===== config.mk =====
export PLATFORM = sky130hd
export DESIGN_NAME = team_06_delay_mem
export DESIGN_NICKNAME = d
export VERILOG_FILES = /design/src/rtl/team_06_delay_mem.sv
export SDC_FILE = /design/constraint.sdc
export NUM_CORES = 1
export LEC_CHECK = 0
export CAP_MARGIN = 10
export CELL_PAD_IN_SITES_DETAIL_PLACEMENT = 0
export CELL_PAD_IN_SITES_GLOBAL_PLACEMENT = 1
export CORE_MARGIN = 5
export CORE_UTILIZATION = 46
export DETAILED_ROUTE_END_ITERATION = 8
export GPL_ROUTABILITY_DRIVEN = 0
export GPL_TIMING_DRIVEN = 0
export PLACE_DENSITY = 0.9
export SLEW_MARGIN = 5
export SYNTH_ARGS = -nofsm -noshare
export SYNTH_HDL_FRONTEND = slang
export SYNTH_SLANG_ARGS = --single-unit

===== constraint.sdc =====
create_clock -name clk -period 7.08 [get_ports clk]
set_input_delay 0.708 -clock clk [delete_from_list [all_inputs] [get_ports clk]]
set_output_delay 0.708 -clock clk [all_outputs]
set_load 0.05 [all_outputs]

===== src/rtl/team_06_delay_mem.sv =====
`timescale 1ns/1ps
`default_nettype none
// ============================================================================
// Module      : team_06_delay_mem
// Description : Multi-channel audio delay-line memory controller. Each channel
//               owns a circular buffer of DEPTH_WORDS 32-bit words in SRAM.
//               Recorded samples are packed into a per-channel word buffer and
//               written with one bus write per full word. Searches return the
//               sample `offset` positions behind the newest one, served from
//               the pack buffer, a one-word per-channel read cache, or the bus.
// Revision    : 1.0 - initial release
// ============================================================================
module team_06_delay_mem #(
    parameter int          SAMPLE_W    = 8,
    parameter int          DEPTH_WORDS = 2048,
    parameter int          NUM_CH      = 2,
    parameter logic [31:0] BASE_ADDR   = 32'h3300_0000,
    localparam int         SPW         = 32 / SAMPLE_W,
    localparam int         PTR_W       = $clog2(DEPTH_WORDS * SPW),
    localparam int         CW          = (NUM_CH > 1) ? $clog2(NUM_CH) : 1
) (
    input  logic                clk,
    input  logic                rst,          // synchronous, active low
    input  logic                record,
    input  logic                search,
    input  logic [CW-1:0]       ch_sel,       // must be below NUM_CH
    input  logic [PTR_W-1:0]    offset,
    input  logic [SAMPLE_W-1:0] mic_audio,
    input  logic                bus_busy,
    input  logic [31:0]         bus_rdata,
    output logic [31:0]         bus_wdata,
    output logic [31:0]         bus_addr,
    output logic [3:0]          bus_sel,
    output logic                bus_write,
    output logic                bus_read,
    output logic [SAMPLE_W-1:0] audio_out,
    output logic                audio_valid,
    output logic                ready
);

    // ------------------------------------------------------------------------
    // Derived widths: a sample pointer splits into {word, lane}
    // ------------------------------------------------------------------------
    localparam int LANE_W = $clog2(SPW);
    localparam int WORD_W = PTR_W - LANE_W;

    // ------------------------------------------------------------------------
    // Controller states
    // ------------------------------------------------------------------------
    typedef enum logic [1:0] {
        S_IDLE   = 2'd0,
        S_WR_REQ = 2'd1,
        S_RD_REQ = 2'd2,
        S_WAIT   = 2'd3
    } state_t;

    state_t r_state;
    state_t w_state_nxt;

    // ------------------------------------------------------------------------
    // Per-channel storage
    // ------------------------------------------------------------------------
    logic [PTR_W-1:0]  r_wptr  [NUM_CH];   // next sample slot to be written
    logic [31:0]       r_pack  [NUM_CH];   // word currently being filled
    logic [31:0]       r_cache [NUM_CH];   // last word read from the bus
    logic [WORD_W-1:0] r_tag   [NUM_CH];   // word index held in r_cache
    logic [NUM_CH-1:0] r_cvalid;

    // ------------------------------------------------------------------------
    // Transaction context, latched when a bus command is accepted
    // ------------------------------------------------------------------------
    logic                r_op_wr;          // 1 = write in flight, 0 = read
    logic [CW-1:0]       r_ch;
    logic [WORD_W-1:0]   r_rword;
    logic [LANE_W-1:0]   r_rlane;
    logic [31:0]         r_addr;
    logic [31:0]         r_wdata;
    logic [SAMPLE_W-1:0] r_audio;
    logic                r_avalid;

    // ------------------------------------------------------------------------
    // Selected-channel views and pointer arithmetic
    // ------------------------------------------------------------------------
    logic [PTR_W-1:0]    w_wptr_sel;
    logic [31:0]         w_pack_cur;
    logic [31:0]         w_cache_cur;
    logic [WORD_W-1:0]   w_tag_cur;
    logic                w_cvalid_cur;
    logic [WORD_W-1:0]   w_wword;
    logic [LANE_W-1:0]   w_wlane;
    logic [PTR_W-1:0]    w_rptr;
    logic [WORD_W-1:0]   w_rword;
    logic [LANE_W-1:0]   w_rlane;
    logic                w_wr_last;
    logic                w_pack_hit;
    logic                w_cache_hit;
    logic [31:0]         w_wr_addr;
    logic [31:0]         w_rd_addr;

    assign w_wptr_sel   = r_wptr[ch_sel];
    assign w_pack_cur   = r_pack[ch_sel];
    assign w_cache_cur  = r_cache[ch_sel];
    assign w_tag_cur    = r_tag[ch_sel];
    assign w_cvalid_cur = r_cvalid[ch_sel];

    assign w_wword = w_wptr_sel[PTR_W-1:LANE_W];
    assign w_wlane = w_wptr_sel[LANE_W-1:0];

    // Newest sample sits at wptr-1; modular wrap makes large offsets alias.
    assign w_rptr  = w_wptr_sel - PTR_W'(1) - offset;
    assign w_rword = w_rptr[PTR_W-1:LANE_W];
    assign w_rlane = w_rptr[LANE_W-1:0];

    assign w_wr_last   = (w_wlane == LANE_W'(SPW - 1));
    assign w_pack_hit  = (w_rword == w_wword);
    assign w_cache_hit = w_cvalid_cur && (w_tag_cur == w_rword);

    // DEPTH_WORDS is a power of two, so ch*DEPTH_WORDS + word == {ch, word}.
    assign w_wr_addr = BASE_ADDR + (32'({ch_sel, w_wword}) << 2);
    assign w_rd_addr = BASE_ADDR + (32'({ch_sel, w_rword}) << 2);

    // ------------------------------------------------------------------------
    // Lane extraction / insertion
    // ------------------------------------------------------------------------
    logic [SAMPLE_W-1:0] w_pack_lane;
    logic [SAMPLE_W-1:0] w_cache_lane;
    logic [SAMPLE_W-1:0] w_rd_lane;
    logic [31:0]         w_pack_new;

    // Pick the addressed lane out of each word source and merge the new sample.
    always_comb begin
        w_pack_lane  = '0;
        w_cache_lane = '0;
        w_rd_lane    = '0;
        w_pack_new   = w_pack_cur;
        for (int l = 0; l < SPW; l++) begin
            if (w_rlane == LANE_W'(l)) begin
                w_pack_lane  = w_pack_cur[l*SAMPLE_W +: SAMPLE_W];
                w_cache_lane = w_cache_cur[l*SAMPLE_W +: SAMPLE_W];
            end
            if (r_rlane == LANE_W'(l)) begin
                w_rd_lane = bus_rdata[l*SAMPLE_W +: SAMPLE_W];
            end
            if (w_wlane == LANE_W'(l)) begin
                w_pack_new[l*SAMPLE_W +: SAMPLE_W] = mic_audio;
            end
        end
    end

    // ------------------------------------------------------------------------
    // FSM
    // ------------------------------------------------------------------------
    logic w_acc_rec;
    logic w_acc_search;
    logic w_rd_done;

    // State register.
    always_ff @(posedge clk) begin
        if (!rst) begin
            r_state <= S_IDLE;
        end else begin
            r_state <= w_state_nxt;
        end
    end

    // Next-state decode, command acceptance and bus strobes.
    always_comb begin
        w_state_nxt  = r_state;
        w_acc_rec    = 1'b0;
        w_acc_search = 1'b0;
        w_rd_done    = 1'b0;
        bus_write    = 1'b0;
        bus_read     = 1'b0;
        ready        = 1'b0;
        case (r_state)
            S_IDLE: begin
                ready = 1'b1;
                // Record has priority; a simultaneous search is dropped and
                // the requester is expected to present it again.
                if (record) begin
                    w_acc_rec = 1'b1;
                    if (w_wr_last) begin
                        w_state_nxt = S_WR_REQ;
                    end
                end else if (search) begin
                    w_acc_search = 1'b1;
                    if (!w_pack_hit && !w_cache_hit) begin
                        w_state_nxt = S_RD_REQ;
                    end
                end
            end
            S_WR_REQ: begin
                bus_write   = 1'b1;
                w_state_nxt = S_WAIT;
            end
            S_RD_REQ: begin
                bus_read    = 1'b1;
                w_state_nxt = S_WAIT;
            end
            S_WAIT: begin
                bus_write = r_op_wr;
                bus_read  = !r_op_wr;
                if (!bus_busy) begin
                    w_state_nxt = S_IDLE;
                    w_rd_done   = !r_op_wr;
                end
            end
            default: begin
                w_state_nxt = S_IDLE;
            end
        endcase
        bus_sel = (bus_write || bus_read) ? 4'hF : 4'h0;
    end

    // ------------------------------------------------------------------------
    // Datapath: pointers, pack buffers, caches, transaction context, result
    // ------------------------------------------------------------------------

    // Update channel state on accepted commands and on read completion.
    always_ff @(posedge clk) begin
        if (!rst) begin
            for (int i = 0; i < NUM_CH; i++) begin
                r_wptr[i]  <= '0;
                r_pack[i]  <= '0;
                r_cache[i] <= '0;
                r_tag[i]   <= '0;
            end
            r_cvalid <= '0;
            r_op_wr  <= 1'b0;
            r_ch     <= '0;
            r_rword  <= '0;
            r_rlane  <= '0;
            r_addr   <= '0;
            r_wdata  <= '0;
            r_audio  <= '0;
            r_avalid <= 1'b0;
        end else begin
            r_avalid <= 1'b0;

            if (w_acc_rec) begin
                r_pack[ch_sel] <= w_pack_new;
                r_wptr[ch_sel] <= w_wptr_sel + PTR_W'(1);
                if (w_wr_last) begin
                    r_op_wr <= 1'b1;
                    r_ch    <= ch_sel;
                    r_wdata <= w_pack_new;
                    r_addr  <= w_wr_addr;
                    // The SRAM copy of this word is about to change, so a
                    // cached copy of it would go stale.
                    if (w_cvalid_cur && (w_tag_cur == w_wword)) begin
                        r_cvalid[ch_sel] <= 1'b0;
                    end
                end
            end

            if (w_acc_search) begin
                if (w_pack_hit) begin
                    r_audio  <= w_pack_lane;
                    r_avalid <= 1'b1;
                end else if (w_cache_hit) begin
                    r_audio  <= w_cache_lane;
                    r_avalid <= 1'b1;
                end else begin
                    r_op_wr <= 1'b0;
                    r_ch    <= ch_sel;
                    r_rword <= w_rword;
                    r_rlane <= w_rlane;
                    r_addr  <= w_rd_addr;
                end
            end

            if (w_rd_done) begin
                r_cache[r_ch]  <= bus_rdata;
                r_tag[r_ch]    <= r_rword;
                r_cvalid[r_ch] <= 1'b1;
                r_audio        <= w_rd_lane;
                r_avalid       <= 1'b1;
            end
        end
    end

    assign bus_wdata   = r_wdata;
    assign bus_addr    = r_addr;
    assign audio_out   = r_audio;
    assign audio_valid = r_avalid;

endmodule
`default_nettype wire


==> load_flow_metrics.sql <==
INSERT INTO impl_metrics (metric_group, metric, value, unit) VALUES
('run_status', 'status', 'complete, no violations', ''),
('setup_path', 'setup.worst_path.start', 'ch_sel', ''),
('timing', 'min_period_over_period', '0.826', ''),
('logic_synthesis', 'area_of_the_mapped_netlist', '0.0134', 'mm^2'),
('clocking', 'cts.hold.buffers_added', '0', ''),
('die', 'die-height', '180', 'um'),
('clocking', 'worst_skew_pair.late_latency', '0.55', 'ns'),
('power_and_ir_drop', 'power_frac_comb', '0.257', ''),
('setup_path', 'worst-setup-path-type', 'input port to register', ''),
('routing', 'dr.pass1.iters', '6', ''),
('placed_design', 'place.detailed.hpwl', '24800', 'um'),
('setup_path', 'worst_ep_required_time', '7.53', 'ns'),
('cells_and_area', 'fin_nets', '1404', ''),
('setup_path', 'path_buf_inv', '8', ''),
('setup_path', 'cpMaxStageDelayCell', 'xor2_1', ''),
('die', 'start_util', '0.465', ''),
('power_and_ir_drop', 'p_leak', '6.11', 'nW'),
('timing', 'final.setup_skew', '0.0223', 'ns'),
('clocking', 'cts.sink_count', '268', ''),
('setup_path', 'reg2reg_from', 'r_wptr[1][3]', ''),
('global_route', 'grt_pass1_vias', '9552', ''),
('flow_run', 'max_cap_violations', '0', ''),
('cells_and_area', 'stdcell_count', '1729', ''),
('power_and_ir_drop', 'clockPowerShare', '0.339', ''),
('clocking', 'cts-resized-gates', '0', ''),
('logic_synthesis', 'netlist_instances', '1151', ''),
('setup_path', 'critical_path_arrival', '6.29', 'ns'),
('placed_design', 'placement.cell_area', '0.0153', 'mm^2'),
('logic_synthesis', 'netlist-cell-type-count', '72', ''),
('clocking', 'postCtsSetupBuffers', '0', ''),
('timing', 'fmax', '171', 'MHz'),
('power_and_ir_drop', 'vdd.ir_drop.worst', '363', 'uV'),
('logic_synthesis', 'asyncSetResetFlopFracSynth', '0', ''),
('logic_synthesis', 'synthMostInstantiatedCell', 'edfxtp_1', ''),
('timing', 'hold_viol_final', '0', ''),
('logic_synthesis', 'synth.ff_latch_count', '268', ''),
('logic_synthesis', 'syn_area_per_cell', '11.6', 'um^2'),
('routing', 'drt-total-wl', '34900', 'um'),
('placed_design', 'numPlacedInstances', '1675', ''),
('setup_path', 'critical_path.top_delay_family', 'buffers and inverters', ''),
('setup_path', 'crit_chain', 'buf_6 -> buf_6 -> buf_6 -> buf_2 -> buf_2 -> buf_2 -> mux2i_1 -> inv_1 -> ha_1 -> fa_1 -> xor2_1 -> a21boi_0 -> or3_1 -> o311ai_0 -> nor4_1 -> nand4_1 -> o32ai_4 -> a21o_2 -> buf_6 -> o211ai_1 -> o211a_1', ''),
('timing', 'timing_max_transition_violations_final', '0', ''),
('clocking', 'clockRootBuffer', 'clkbuf_16', ''),
('logic_synthesis', 'synth_ff_type', 'edfxtp_1', ''),
('setup_path', 'path_common_cell', 'buf_6', ''),
('global_route', 'grt.overflow.total', '0', ''),
('cells_and_area', 'synthToLayoutAreaGrowth', '21.8', '%'),
('routing', 'drc', '0', ''),
('timing', 'timing.final.crit_period', '5.85', 'ns'),
('logic_synthesis', 'seq_area_frac_synth', '0.534', ''),
('routing', 'avgRoutedWirePerCell', '20.2', 'um'),
('die', 'num_io_pins', '139', ''),
('timing', 'finalSetupViolCount', '0', ''),
('setup_path', 'worstPathMaxFanout', '10', ''),
('clocking', 'clk_pin_slew_worst_paths', '0.06', 'ns'),
('clocking', 'clock_path_buffers', '3', ''),
('clocking', 'tritoncts.num_buffers', '29', ''),
('power_and_ir_drop', 'power.density_cell_area', '280', 'mW/mm^2'),
('clocking', 'cts_tree', 'yes', ''),
('timing', 'setup_tns', '0', 'ns'),
('min_path', 'hp-start', 'r_rword[2]', ''),
('power_and_ir_drop', 'switching_power', '0.00140', 'W'),
('routing', 'route.detailed.vias_per_inst', '5.53', ''),
('timing', 'max_slew.worst_pin.slew', '0.908', 'ns'),
('global_route', 'grt_start_max_net_pins', '32', ''),
('min_path', 'hold_class', 'register to register', ''),
('routing', 'vias', '9567', ''),
('placed_design', 'portBuffers', '136', ''),
('setup_path', 'startpoint_type', 'input port', ''),
('cells_and_area', 'final_area', '0.0163', 'mm^2'),
('global_route', 'globalRouteTotalUtil', '0.208', '');
tightest hold or removal path: cells and delay by family (launching register included):
kind             cells  cell delay [ns]
AO/OA/AOI/OAI        1             0.05
flip-flops           1             0.31
AND/OR/NAND/NOR      1             0.05
power by group through the flow:
stage / clock, W / sequential, W / combinational, W
finish: 0.00155 / 0.00184 / 0.00117
global route: 0.00164 / 0.00185 / 0.00125
global placement: 0 / 0.00187 / 0.00114
CTS: 0.00157 / 0.00184 / 0.00117
detailed placement: 0 / 0.00187 / 0.00116
floorplan: 0 / 0.00195 / 0.000718
routing by layer:
| metal | up-vias | wire [um] | global-route usage |
|---|---|---|---|
| met3 | 59 | 2390 | 0.0347 |
| met2 | 365 | 16700 | 0.345 |
| met5 | - | 0 | 0 |
| met1 | 4704 | 14900 | 0.287 |
| met4 | 0 | 828 | 0.0511 |
| li1 | 4439 | - | - |
cells by family (layout without fill, tap and decap cells):
logic type | Yosys count | after routing | share of synthesized area
AOI/OAI and AO/OA | 136 | 136 | 0.0706
muxes | 158 | 158 | 0.151
and+or+nand+nor | 402 | 402 | 0.145
buffers and inverters | 114 | 308 | 0.0400
adders and majority gates | 23 | 23 | 0.0221
DFF | 268 | 268 | 0.534
xor gates and xnor gates | 50 | 50 | 0.0373
cells in the final DEF, fill, tap and decap left out, drive strengths merged, types with 7 or more instances in the layout:
master / count
a21oi: 49
mux4: 26
nor3: 13
ha: 22
and3: 20
nand2: 60
mux2: 47
o211ai: 10
o21ai: 29
inv: 41
xnor2: 35
mux2i: 85
nand2b: 7
edfxtp: 176
nor2: 174
clkdlybuf4s50: 136
nand4: 10
and2: 89
buf: 35
xor2: 12
clkbuf: 83
dfxtp: 92
nand3: 9
a22o: 8
worst paths after layout:
kind / endpoint / slack [ns] / cells past startpoint
max reg2reg: audio_out[1] / 2.46 / 15
min: r_rword[2] / 0.46 / 2
max: audio_out[1] / 1.23 / 21
min reg2reg: r_rword[2] / 0.46 / 2
state kept, by name, summed over array words and instances, names as in the netlist:
signal       flops
r_cvalid         2
r_rword         11
r_cache         64
bus_wdata       32
r_op_wr          1
r_wptr          26
r_tag           22
r_state          2
bus_addr        32
r_ch             1
audio_out        8
r_pack          64
r_rlane          2
audio_valid      1
metrics by stage:
stage | power, W | utilization | setup WS [ns] | hold WS [ns]
after floorplan | 0.00267 | - | 1.94 | 0.429
after global placement | 0.00301 | 0.530 | 0.116 | 0.442
after detailed placement | 0.00303 | 0.533 | 0.718 | 0.450
after CTS | 0.00457 | 0.567 | 1.29 | 0.457
after global routing | 0.00474 | 0.567 | 0.783 | 0.475
final | 0.00456 | 0.567 | 1.23 | 0.457
layout make-up:
type	instances	area, um^2
sequential	268	7130
fill	2405	12400
clock buffer	39	783
inverter	39	146
clock inverter	15	194
tap	384	480
multi-input combinational	769	5710
timing repair buffer	140	1440
buffer	75	388
Power figures use the tool's default switching activity.
